===== src/rtl/ebr_pkg.sv =====
// ebr_pkg: shared constants and helpers for the EBR dual-port RAM model.
//   WM_*  : per-port write-mode encodings (what a port's read latch does on a write)
//   REG_* : per-port output register mode (NOREG latency 1, OUTREG latency 2)
//   ebr_addr_width(): address width for a given depth (minimum 1 bit)
package ebr_pkg;

    localparam int unsigned WM_NORMAL          = 0;
    localparam int unsigned WM_READBEFOREWRITE = 1;
    localparam int unsigned WM_WRITETHROUGH    = 2;

    localparam int unsigned REG_NOREG  = 0;
    localparam int unsigned REG_OUTREG = 1;

    function automatic int unsigned ebr_addr_width(input int unsigned depth);
        return (depth > 1) ? $clog2(depth) : 1;
    endfunction

endpackage


===== src/rtl/ebr_port_out.sv =====
// ebr_port_out: read-side datapath of one EBR port.
// Holds the read latch (Q) and, in OUTREG mode, the output register (R).
// Ports:
//   clk_i, rst_ni  clock, asynchronous active-low reset (clears Q and R)
//   en_i           port enable (clock enable and chip select both true)
//   we_i           write enable of this port
//   srst_i         synchronous output reset, active high, beats read updates
//   oce_i          output-register enable (OUTREG only)
//   wdata_i        this port's write data (used by WRITETHROUGH)
//   rdata_i        pre-edge memory word at this port's address (0 if out of range)
//   dout_o         port read data
module ebr_port_out
    import ebr_pkg::*;
#(
    parameter int unsigned DW        = 9,
    parameter int unsigned WRITEMODE = WM_NORMAL,
    parameter int unsigned REGMODE   = REG_NOREG
) (
    input  logic          clk_i,
    input  logic          rst_ni,
    input  logic          en_i,
    input  logic          we_i,
    input  logic          srst_i,
    input  logic          oce_i,
    input  logic [DW-1:0] wdata_i,
    input  logic [DW-1:0] rdata_i,
    output logic [DW-1:0] dout_o
);

    logic [DW-1:0] q_q, q_d;

    always_comb begin
        q_d = q_q;
        if (srst_i) begin
            q_d = '0;
        end else if (en_i) begin
            if (!we_i) begin
                q_d = rdata_i;
            end else if (WRITEMODE == WM_READBEFOREWRITE) begin
                q_d = rdata_i;
            end else if (WRITEMODE == WM_WRITETHROUGH) begin
                q_d = wdata_i;
            end
            // NORMAL write: latch holds
        end
    end

    always_ff @(posedge clk_i or negedge rst_ni) begin
        if (!rst_ni) begin
            q_q <= '0;
        end else begin
            q_q <= q_d;
        end
    end

    generate
        if (REGMODE == REG_OUTREG) begin : g_outreg
            logic [DW-1:0] r_q;

            always_ff @(posedge clk_i or negedge rst_ni) begin
                if (!rst_ni) begin
                    r_q <= '0;
                end else if (srst_i) begin
                    r_q <= '0;
                end else if (oce_i) begin
                    r_q <= q_q;
                end
            end

            assign dout_o = r_q;
        end else begin : g_noreg
            logic unused_oce;
            assign unused_oce = oce_i;
            assign dout_o     = q_q;
        end
    endgenerate

endmodule


===== config.mk =====
export PLATFORM = sky130hd
export DESIGN_NAME = ebr_port_out
export DESIGN_NICKNAME = d
export VERILOG_FILES = /design/src/rtl/ebr_pkg.sv /design/src/rtl/ebr_port_out.sv
export SDC_FILE = /design/constraint.sdc
export NUM_CORES = 1
export LEC_CHECK = 0
export ABC_AREA = 1
export BUFFER_PORTS_ARGS = -buffer_cell sky130_fd_sc_hd__buf_4
export CAP_MARGIN = 20
export CORE_MARGIN = 2
export CORE_UTILIZATION = 30
export DETAILED_ROUTE_END_ITERATION = 10
export GPL_ROUTABILITY_DRIVEN = 0
export SLEW_MARGIN = 15
export SYNTH_ARGS = -nofsm -noshare
export SYNTH_HDL_FRONTEND = slang
export SYNTH_SLANG_ARGS = --single-unit
export TNS_END_PERCENT = 50

===== constraint.sdc =====
create_clock -name clk_i -period 1.7 [get_ports clk_i]
set_clock_uncertainty 0.1 [all_clocks]
set_input_delay 0.255 -clock clk_i [delete_from_list [all_inputs] [get_ports clk_i]]
set_output_delay 0.255 -clock clk_i [all_outputs]
set_load 0.03 [all_outputs]

==> impl_metrics.toml <==
[synthesis]
synthCells = 41
synth_area_leader_cell = "dfrtp_1"
ys_warn_count = 0
synth-edff-count = 0
synthFlopType = "dfrtp_1"
ys_top_cells_by_count = "dfrtp_1, nand2_1, nand3_1, nand4_1"
async_flop_share_pct = 100
synth-seq-area-share_pct = 54.5
synth.avg_cell_area_um2 = 10.1
syn_nets = 65
yosys.cell_types.count = 9
synth_top_area_share_pct = 54.5
synthTopCellsByArea = "dfrtp_1, nand4_1, nand3_1, nand2_1, nand2_8"
synth-seq-cells = 9
syn_area_um2 = 413

[floorplan]
die_w_um = 41.1
rows = 13
start_util_pct = 31.7
ios = 33
coreArea_mm2 = 0.00130
fp.dieH_um = 41.1
die_area_mm2 = 0.00169

[worst_setup_path]
crit_path_start_kind = "flip-flop"
crit_path_end_kind = "output pin"
r2r-start = "dout_o[8]$_DFFE_PN0P_"
worstPathArrival_ns = 0.81
required_ns = 1.34
path_buf_inv = 1
crit_path_cell_trace = "buf_4"
regToRegSetupSlack_ns = 0.97
critPathMaxStageDelay_ns = 0.39
crit_family = "flip-flops"
rr_worst_depth = 2
critPathSlowestCell = "dfrtp_1"
worst-setup-path-type = "reg2out"
path_max_fanout = 2
r2r_end = "dout_o[8]$_DFFE_PN0P_"
crit_path_start = "dout_o[1]$_DFFE_PN0P_"

[power_and_ir_drop]
power.total_uw = 493
pwr_density_cell_mw_per_mm2 = 807
irDropWorstVdd_uv = 400
cellLeakagePower_nw = 0.338

[grt]
gr-total-overflow = 0
grt_max_degree = 19
grt_usage_pct = 13.8
grt_pass1_wl_mm = 1.44
grt_pass1_vias = 323
antenna_found_initial = 0

[sta]
min_period_ns = 1.17
fmax_mhz = 855
worst_pin_slew_ns = 0.268
slew_viol_final = 0
setup_tns_ns = 0
worst_slew_margin_rel_pct = 82.1
period_share_pct = 68.8
rsz0062_at_grt = "false"
hold_viol = 0
finalSetupViolCount = 0

[clock_tree]
clockRootBuffer = "clkbuf_4"
clkLatencyLatePin_ns = 0.26
clk_path_buf_depth = 2
htreeDepth = 1
cts_made_buffers = 3
clk_pin_slew_worst_paths_ns = 0.06
post_cts_resized = 0
clock_sinks = 9
cts_tree = "yes"

[job]
drv_cap = 0

[cells_and_area]
syn2layout_area_growth_pct = 47.9
antennaDiodeCount = 0
largest_reg_flops = 9
layout-drive-gt1-share_pct = 42.4
final_cell_area_um2 = 611
final_util_pct = 46.9
nets = 91

[worst_hold_path]
holdPathEnd = "dout_o[4]$_DFFE_PN0P_"
hp-start = "rdata_i[4]"
min_path_cells = 3
hp-class = "in2reg"

[drt]
routed_wl_um = 940
wire_per_inst_um = 11.6
drt-vias-per-instance = 4.91
drtAntennaViolNets = 0
drtIter0Drc = 8
vias = 398
dr.pass1.iters = 4
drc = 0

[run_status]
status = "finished clean"

[placement]
io_buffers = 22
dp_hpwl_um = 677
place_area_um2 = 574
-- layout by cell type (no fill, tap or decap), drive strengths merged --
cell / count
buf: 22
nand2: 10
nand4: 9
nand3: 9
dfrtp: 9
clkbuf: 4
inv: 2
dlygate4sd3: 1
-- how the worst max path moves through the flow --
stage                            endpoint  slack (ns)  cells after the start
floorplan           dout_o[5]$_DFFE_PN0P_        0.85                      2
global placement    dout_o[8]$_DFFE_PN0P_        0.76                      4
detailed placement  dout_o[1]$_DFFE_PN0P_        0.75                      4
CTS                             dout_o[1]        0.52                      1
global route                    dout_o[7]        0.49                      1
finish                          dout_o[1]        0.53                      1
-- worst min-delay path, cell delays in order --
cell     delay (ns)
buf_4          0.08
nand4_1        0.08
nand2_1        0.06
-- final cells by class --
cell class              instances  area (um2)
clock buffers                   4        26.3
multi-input cells              28         155
repair buffers                 23         175
flip-flops and latches          9         225
inverters                       2        10.0
fillers                       133         691
well taps                      15        18.8
-- logic make-up (layout without fill, tap and decap cells) --
group,count (synthesis),after routing,synth area share [%]
flip-flops,9,9,54.5
buffers and inverters,4,29,7.88
AND/OR/NAND/NOR,28,28,37.6
-- layer usage --
metal	global-route usage, %	share of wire [%]
met1	16.6	43
met5	0	0
met3	4.89	7.8
met2	20.3	49
met4	9.68	0
-- through the flow --
step                hold slack (ns)  setup WS, ns  instances
global placement            -0.0135         0.759         76
floorplan                    -0.141         0.845         41
global route                  0.132         0.494         81
detailed placement          -0.0110         0.750         76
finish                        0.142         0.530         81
CTS                           0.135         0.522         81
-- power breakdown --
group / total (mW) / switching [mW] / internal [mW]
Sequential: 0.229 / 0.00532 / 0.224
Clock: 0.167 / 0.0760 / 0.0906
Combinational: 0.0969 / 0.0557 / 0.0413
Total: 0.493 / 0.137 / 0.356
-- what timing repair did --
item,CTS,global route
hold buffers,1,0
setup buffers,0,0
endpoints found under the hold margin,9,0
setup endpoints to repair,0,0
(Power assumes the default switching activity.)
